**src/rtl/i2c_cmd_sched.sv**
```systemverilog
// i2c_cmd_sched
// Shares one I2C engine between a write requester (keypad data going to the
// EEPROM) and a read requester (display refresh). Each requester has one
// pending slot. Ties are arbitrated round-robin. The block drives the
// engine's command strobes, follows eng_busy to completion, returns read
// data, and reports start/finish timeouts.
//
// Handshake summary:
//   wr_req / rd_req    one-cycle pulses. They always succeed: each sets its
//                      pending flag, and a newer write replaces an older
//                      pending write (wr_data is captured with wr_req).
//   cmd_wr / cmd_rd    strobe held high for CMD_PULSE cycles. eng_data is
//                      stable from the strobe until the op completes.
//   eng_busy           must rise within START_WIN cycles after the strobe
//                      ends, then fall within TIMEOUT cycles. The falling
//                      edge marks completion, and eng_rdata is taken then.
//   wr_done / rd_done / err   one-cycle result pulses. rd_data and err_op
//                      hold their values between pulses.
// All outputs are registered. state_dbg exposes the FSM state.
module i2c_cmd_sched #(
    parameter int CMD_PULSE = 4,
    parameter int START_WIN = 64,
    parameter int TIMEOUT   = 50000
) (
    input  logic       clkh,
    input  logic       reset,
    input  logic       wr_req,
    input  logic [7:0] wr_data,
    input  logic       rd_req,
    output logic       cmd_wr,
    output logic       cmd_rd,
    output logic [7:0] eng_data,
    input  logic       eng_busy,
    input  logic [7:0] eng_rdata,
    output logic       wr_done,
    output logic       rd_done,
    output logic [7:0] rd_data,
    output logic       err,
    output logic       err_op,
    output logic       busy,
    output logic [2:0] state_dbg
);

    typedef enum logic [2:0] {
        IDLE       = 3'd0,
        ISSUE      = 3'd1,
        WAIT_START = 3'd2,
        WAIT_DONE  = 3'd3,
        DONE       = 3'd4,
        FAIL       = 3'd5
    } state_t;

    // A phase expires when the counter equals its limit minus one.
    localparam logic [19:0] PULSE_LAST   = 20'(CMD_PULSE - 1);
    localparam logic [19:0] START_LAST   = 20'(START_WIN - 1);
    localparam logic [19:0] TIMEOUT_LAST = 20'(TIMEOUT - 1);

    state_t      state, state_n;
    logic [19:0] cnt, cnt_n;
    logic        wr_pend, wr_pend_n;
    logic        rd_pend, rd_pend_n;
    logic [7:0]  wr_buf, wr_buf_n;
    logic        last_wr, last_wr_n;   // 1: the last grant went to the write side
    logic        op_wr, op_wr_n;       // op of the transaction in flight (1 = write)
    logic        grant_wr, grant_rd;

    logic        cmd_wr_n, cmd_rd_n;
    logic [7:0]  eng_data_n;
    logic        wr_done_n, rd_done_n;
    logic [7:0]  rd_data_n;
    logic        err_n, err_op_n;
    logic        busy_n;

    assign state_dbg = state;

    // Registered state and outputs. Reset aborts any transaction in progress.
    always_ff @(posedge clkh) begin
        if (reset) begin
            state    <= IDLE;
            cnt      <= '0;
            wr_pend  <= 1'b0;
            rd_pend  <= 1'b0;
            wr_buf   <= '0;
            last_wr  <= 1'b0;
            op_wr    <= 1'b0;
            cmd_wr   <= 1'b0;
            cmd_rd   <= 1'b0;
            eng_data <= '0;
            wr_done  <= 1'b0;
            rd_done  <= 1'b0;
            rd_data  <= '0;
            err      <= 1'b0;
            err_op   <= 1'b0;
            busy     <= 1'b0;
        end else begin
            state    <= state_n;
            cnt      <= cnt_n;
            wr_pend  <= wr_pend_n;
            rd_pend  <= rd_pend_n;
            wr_buf   <= wr_buf_n;
            last_wr  <= last_wr_n;
            op_wr    <= op_wr_n;
            cmd_wr   <= cmd_wr_n;
            cmd_rd   <= cmd_rd_n;
            eng_data <= eng_data_n;
            wr_done  <= wr_done_n;
            rd_done  <= rd_done_n;
            rd_data  <= rd_data_n;
            err      <= err_n;
            err_op   <= err_op_n;
            busy     <= busy_n;
        end
    end

    // Next state, arbitration, pending flags and next output values.
    always_comb begin
        state_n    = state;
        cnt_n      = cnt + 20'd1;
        wr_pend_n  = wr_pend;
        rd_pend_n  = rd_pend;
        wr_buf_n   = wr_buf;
        last_wr_n  = last_wr;
        op_wr_n    = op_wr;
        grant_wr   = 1'b0;
        grant_rd   = 1'b0;
        cmd_wr_n   = 1'b0;
        cmd_rd_n   = 1'b0;
        eng_data_n = eng_data;
        wr_done_n  = 1'b0;
        rd_done_n  = 1'b0;
        rd_data_n  = rd_data;
        err_n      = 1'b0;
        err_op_n   = err_op;

        case (state)
            IDLE: begin
                cnt_n = '0;
                // On a tie, the side that was not served last wins.
                if (wr_pend && (!rd_pend || !last_wr)) begin
                    grant_wr = 1'b1;
                end else if (rd_pend) begin
                    grant_rd = 1'b1;
                end
                if (grant_wr || grant_rd) begin
                    state_n   = ISSUE;
                    op_wr_n   = grant_wr;
                    last_wr_n = grant_wr;
                    cmd_wr_n  = grant_wr;
                    cmd_rd_n  = grant_rd;
                    if (grant_wr) begin
                        eng_data_n = wr_buf;
                    end
                end
            end
            ISSUE: begin
                if (cnt == PULSE_LAST) begin
                    state_n = WAIT_START;
                    cnt_n   = '0;
                end else begin
                    cmd_wr_n = op_wr;
                    cmd_rd_n = !op_wr;
                end
            end
            WAIT_START: begin
                if (eng_busy) begin
                    state_n = WAIT_DONE;
                    cnt_n   = '0;
                end else if (cnt == START_LAST) begin
                    state_n  = FAIL;
                    cnt_n    = '0;
                    err_n    = 1'b1;
                    err_op_n = op_wr;
                end
            end
            WAIT_DONE: begin
                if (!eng_busy) begin
                    state_n = DONE;
                    cnt_n   = '0;
                    if (op_wr) begin
                        wr_done_n = 1'b1;
                    end else begin
                        rd_done_n = 1'b1;
                        rd_data_n = eng_rdata;
                    end
                end else if (cnt == TIMEOUT_LAST) begin
                    state_n  = FAIL;
                    cnt_n    = '0;
                    err_n    = 1'b1;
                    err_op_n = op_wr;
                end
            end
            DONE, FAIL: begin
                state_n = IDLE;
                cnt_n   = '0;
            end
            default: begin
                state_n = IDLE;
                cnt_n   = '0;
            end
        endcase

        // A request on the same edge as its grant re-arms the flag.
        if (grant_wr) begin
            wr_pend_n = 1'b0;
        end
        if (grant_rd) begin
            rd_pend_n = 1'b0;
        end
        if (wr_req) begin
            wr_pend_n = 1'b1;
            wr_buf_n  = wr_data;
        end
        if (rd_req) begin
            rd_pend_n = 1'b1;
        end

        busy_n = (state_n != IDLE) || wr_pend_n || rd_pend_n;
    end

endmodule
```
**config.mk**
```make
export PLATFORM = sky130hd
export DESIGN_NAME = i2c_cmd_sched
export DESIGN_NICKNAME = d
export VERILOG_FILES = /design/src/rtl/i2c_cmd_sched.sv
export SDC_FILE = /design/constraint.sdc
export NUM_CORES = 1
export LEC_CHECK = 0
export ABC_AREA = 0
export CORE_ASPECT_RATIO = 0.9
export CORE_MARGIN = 1.5
export CORE_UTILIZATION = 40
export DETAILED_ROUTE_END_ITERATION = 8
export PLACE_DENSITY = 0.7
export SLEW_MARGIN = 30
export SYNTH_ARGS = -nofsm -noshare
export SYNTH_HDL_FRONTEND = slang
export SYNTH_SLANG_ARGS = --single-unit
export TNS_END_PERCENT = 5
```
**constraint.sdc**
```tcl
create_clock -name clkh -period 5.27 [get_ports clkh]
set_clock_uncertainty 0.2 [all_clocks]
set_input_delay 0.527 -clock clkh [delete_from_list [all_inputs] [get_ports clkh]]
set_output_delay 0.527 -clock clkh [all_outputs]
set_load 0.02 [all_outputs]
```
==> Word level (Yosys, flattened, before mapping) <==
Index checks and enable logic that the tools add are counted.
{ "totals": {"register_bits": 57, "latch_bits": 0, "mem_bits_rw": 0, "mem_bits_ro": 0, "out_inout_bits": 26, "elab_cells": 86, "mem_count": 0} }
{ "classes": {"addsub": 1, "mul": 0, "n_div": 0, "n_lt_le_gt_ge": 0, "n_eq_ne": 10, "shift": 0, "n_mux": 42, "bitwise": 3, "n_reduce_logical": 15} }
{ "op_table": {"columns": ["operator", "count"], "rows": [
  ["$mux 20", 5],
  ["$pmux 20 s3", 1],
  ["$mux 1", 25],
  ["$add 20x1->20 const B", 1],
  ["$eq 20x16->1 const B", 1],
  ["$eq 20x2->1 const B", 1],
  ["$eq 20x6->1 const B", 1],
  ["$mux 3", 6],
  ["$pmux 3 s4", 1],
  ["$ne 2x2->1 const B", 4],
  ["$pmux 1 s2", 4],
  ["$eq 3x2->1 const B", 2],
  ["$reduce_and 3->1", 2],
  ["$reduce_and 5->1", 1],
  ["$logic_or 1x1->1", 4],
  ["$eq 3x1->1 const B", 1],
  ["$logic_not 3->1", 1],
  ["$not 1->1", 3],
  ["$reduce_bool 3->1", 1],
  ["$reduce_or 3->1", 1],
  ["$logic_not 1->1", 2],
  ["$reduce_and 2->1", 1],
  ["$reduce_bool 2->1", 1],
  ["$logic_and 1x1->1", 1]
]} }

==> Logic depth before layout (Yosys ltp) <==
{ "depth": {"depth_word": 11, "depth_mapped": 8} }

==> Least setup slack after synthesis <==
Ideal clock, no wire load.
{ "synth_timing": {"path_kind": "flip-flop to flip-flop", "start": "register cnt[0]", "end": "register cnt[11]", "setup_ps": 115, "t_arrival_ps": 1761, "t_required_ps": 4955, "setup_slack_ps": 3194, "path_stages_with_launch": 9, "path_buffers": 2, "path_cell_list": "dfxtp_1 ha_1 and3_1 buf_2 nand4_1 o31a_1 o31ai_4 buf_6 nor2_2"} }
{ "synth_between": {"elab_chain_cells": 4} }
{ "synth_lines": {"columns": ["item", "line", "text"], "rows": [
  ["start: declaration", "59", "logic [19:0] cnt, cnt_n;"],
  ["start signal: assignment", "97", "cnt <= cnt_n;"],
  ["$add 20x1->20, or another cell as far along", "118", "cnt_n = cnt + 20'd1;"],
  ["$mux 20, on equally long branches", "185, 168", null],
  ["$mux 20, on equally long branches", "176, 165", null],
  ["$pmux 20 s3 (*)", "135", "case (state)"]
]} }
Every way passes the cells marked *; elsewhere a longest branch is shown, timed or not.
A chain may end at the register's enable or synchronous reset.

==> Final worst setup path <==
{ "layout_timing": {"start": "register cnt[0]", "end": "register cnt[8]"} }
Same word-level chain as after synthesis.

==> impl_metrics.env <==
export IMPL_placeableCoreArea_um2=6050
export IMPL_vias=1897
export IMPL_finalCritPeriodShare_pct=45.3
export IMPL_slew_headroom_pct=53.9
export IMPL_grt_max_degree=39
export IMPL_final_layout_size_suffix_gt1_share_pct=16.1
export IMPL_detailedRoute_firstIterationViolations=67
export IMPL_insertedDiodeCount=0
export IMPL_grt_overflow_total=0
export IMPL_drtPass1Iterations=4
export IMPL_r2r_worst_path_cells=7
export IMPL_design_final_nets=321
export IMPL_critPathMaxFanout=20
export IMPL_synthesis_area_um2=2480
export IMPL_port_buffers=46
export IMPL_power_per_cell_area_nw_per_um2=302
export IMPL_rsz0062_at_grt="false"
export IMPL_power_leakage_nw=1.17
export IMPL_rrSetupSlack_ns=2.88
export IMPL_fin_util_pct=52.0
export IMPL_grt_pass1_wl_mm=8.21
export IMPL_max_clock_freq_mhz=419
export IMPL_die_width_um=86.0
export IMPL_final_setup_tns_ns=0
export IMPL_critPathCapture="cnt[8]"
export IMPL_finalWeightedCongestion=0.763
export IMPL_netlist_instances=255
export IMPL_startpoint="cnt[0]"
export IMPL_post_route_drc_count=0
export IMPL_yosysUniqueCellTypes=46
export IMPL_routedWlPerCell_um=12.9
export IMPL_worst_slew_pin_slew_ns=0.690
export IMPL_tritoncts_clock_tree="done"
export IMPL_drt_antenna_violating_nets=0
export IMPL_timing_rr_start="cnt[0]"
export IMPL_number_of_synthesized_register_bits=57
export IMPL_die_area_um2=6680
export IMPL_endpoint_required_time_on_the_critical_path_ns=5.29
export IMPL_postCtsSetupBuffers=0
export IMPL_die_height_um=77.7
export IMPL_ys_async_sr_fraction_pct=0
export IMPL_cp_arrival_ns=2.41
export IMPL_synth_edf_count=0
export IMPL_cts_clk_slew_worst_paths_ns=0.06
export IMPL_p_total_uw=951
export IMPL_vias_per_cell=5.05
export IMPL_floorplan_io_pins=47
export IMPL_worst_hold_path_type="reg2reg"
export IMPL_final_hold_worst_slack_ns=0.274
export IMPL_drt_wl_total_mm=4.84
export IMPL_dominantRegCellSynth="dfxtp_1"
export IMPL_result_of_the_run="finished, final reports clean"
export IMPL_all_layer_global_routing_usage_pct=15.8
export IMPL_floorplan_initialDensity_pct=41.0
export IMPL_drv_slew=0
export IMPL_grt_antenna_before_repair=0
export IMPL_worst_r2r_endpoint="cnt[8]"
export IMPL_cts_resized=0
export IMPL_numCtsBuffers=9
export IMPL_cts_htree_levels=3
export IMPL_period_minus_slack_ns=2.39
export IMPL_synth_warning_count=0
export IMPL_cts_num_sinks=57
export IMPL_finalSetupViolations=0
export IMPL_ctsRootBufferMaster="clkbuf_8"
export IMPL_finalWorstSetupSlack_ns=2.88
export IMPL_pre_cts_ws_ns=2.78
export IMPL_placement_rows=27
export IMPL_critical_path_startpoint_type="flop"
export IMPL_synth_area_per_cell_um2=9.73
export IMPL_final_hold_violation_count=0
export IMPL_dp_hpwl_mm=3.28
export IMPL_timing_worst_setup_path_type="reg2reg"
export IMPL_synth_seq_area_share_pct=46.0
export IMPL_syn_nets=277
export IMPL_first_global_vias=1799
export IMPL_cp_capture_type="flop"
export IMPL_layout_area_overhead_vs_synth_pct=26.8
export IMPL_worst_ir_drop_vdd_mv=0.175
export IMPL_clkLatencyLatePin_ns=0.34
export IMPL_maxCapViolCount=0
export IMPL_hold_buffers=0
export IMPL_clk_path_buf_depth=2
-- how the worst min path moves through the flow --
stage / to / cells after the start / start / slack, ns
finish: cnt[0] / 1 / cnt[0] / 0.27
global route: cnt[0] / 1 / cnt[0] / 0.31
CTS: cnt[0] / 1 / cnt[0] / 0.28
detailed placement: cnt[0] / 1 / cnt[0] / 0.26
global placement: cnt[0] / 1 / cnt[0] / 0.25
floorplan: cnt[0] / 1 / cnt[0] / 0.24
-- routing by layer --
layer	part of all wire [%]	vias up	global-route usage, %
met3	5.1	8	6.70
li1	-	969	-
met2	43	43	23.5
met1	49	877	19.9
met5	0	-	0
met4	2.0	0	7.42
-- critical path, cell delays in order, from the launching register on --
cell and delay (ns):
dfxtp_1 0.38, ha_1 0.22, and3_1 0.28, nand4_1 0.26, o31a_1 0.35, o31ai_4 0.16, buf_4 0.34, nor2_2 0.07
-- power by group --
| part | switching (mW) | internal, mW | total (mW) | leakage [nW] |
|---|---|---|---|---|
| clock | 0.171 | 0.227 | 0.398 | 0.102 |
| combinational | 0.0495 | 0.0457 | 0.0952 | 0.607 |
| sequential | 0.0131 | 0.444 | 0.457 | 0.463 |
| total | 0.233 | 0.717 | 0.951 | 1.17 |
-- through the flow --
stage,cells,area [µm²]
4_1_cts,376,3150
3_3_place_gp,360,2950
6_report,376,3150
2_1_floorplan,255,2480
3_5_place_dp,360,2950
5_1_grt,376,3150
-- layout make-up --
type                       count  area (µm²)
tap                           72        90.1
fill                         555        2900
timing repair buffer          49         483
clock buffer                  10         138
inverter                       4        15.0
sequential                    57        1140
multi-input combinational    178        1220
clock inverter                 6        57.6
-- cells in the final DEF, fill, tap and decap left out, types with 2 or more instances in the layout --
cell type / n
clkbuf_8: 10
nand4_1: 7
xnor2_1: 3
mux2i_1: 25
buf_4: 3
nand3_1: 7
clkdlybuf4s50_1: 46
nor4b_1: 2
nand2_1: 17
and4_1: 3
o31a_1: 2
nor4_1: 2
dfxtp_1: 57
clkinv_2: 4
inv_1: 3
nor2_1: 33
nor4bb_1: 2
nor3_1: 6
nor3_2: 2
nor2_2: 21
and3_1: 4
and2_1: 2
xor2_1: 15
a21oi_1: 3
-- flip-flops by register name, summed over array words and instances, names as in the netlist --
| register | cells |
|---|---|
| busy | 1 |
| rd_pend | 1 |
| err | 1 |
| err_op | 1 |
| cmd_wr | 1 |
| wr_pend | 1 |
| op_wr | 1 |
| wr_done | 1 |
| eng_data | 8 |
| cnt | 20 |
| rd_done | 1 |
| wr_buf | 8 |
| state_dbg | 3 |
| cmd_rd | 1 |
| rd_data | 8 |
-- cells by family (layout without fill, tap and decap cells) --
| kind of cell | Yosys count | in the layout | synth area share, % |
|---|---|---|---|
| compound gates | 19 | 19 | 6.56 |
| xor+xnor | 18 | 18 | 6.36 |
| fa+ha+maj | 1 | 1 | 0.504 |
| buf+inv | 20 | 69 | 4.99 |
| flops | 57 | 57 | 46.0 |
| mux | 25 | 25 | 10.1 |
| simple gates | 115 | 115 | 25.5 |
-- synthesized netlist by cell type, drive strengths merged, types with 3 or more instances --
cell | n | area share (%)
nor2 | 54 | 10
nor4 | 4 | 1.6
nand2 | 17 | 2.6
a21oi | 3 | 0.61
buf | 8 | 2.4
xor2 | 15 | 5.3
xnor2 | 3 | 1.1
dfxtp | 57 | 46
and4 | 4 | 1.5
and3 | 4 | 1.0
nand4 | 7 | 1.8
inv | 4 | 0.61
nor3 | 8 | 2.0
clkbuf | 8 | 2.0
nand3 | 8 | 1.8
mux2i | 25 | 10
(Power assumes the default switching activity.)
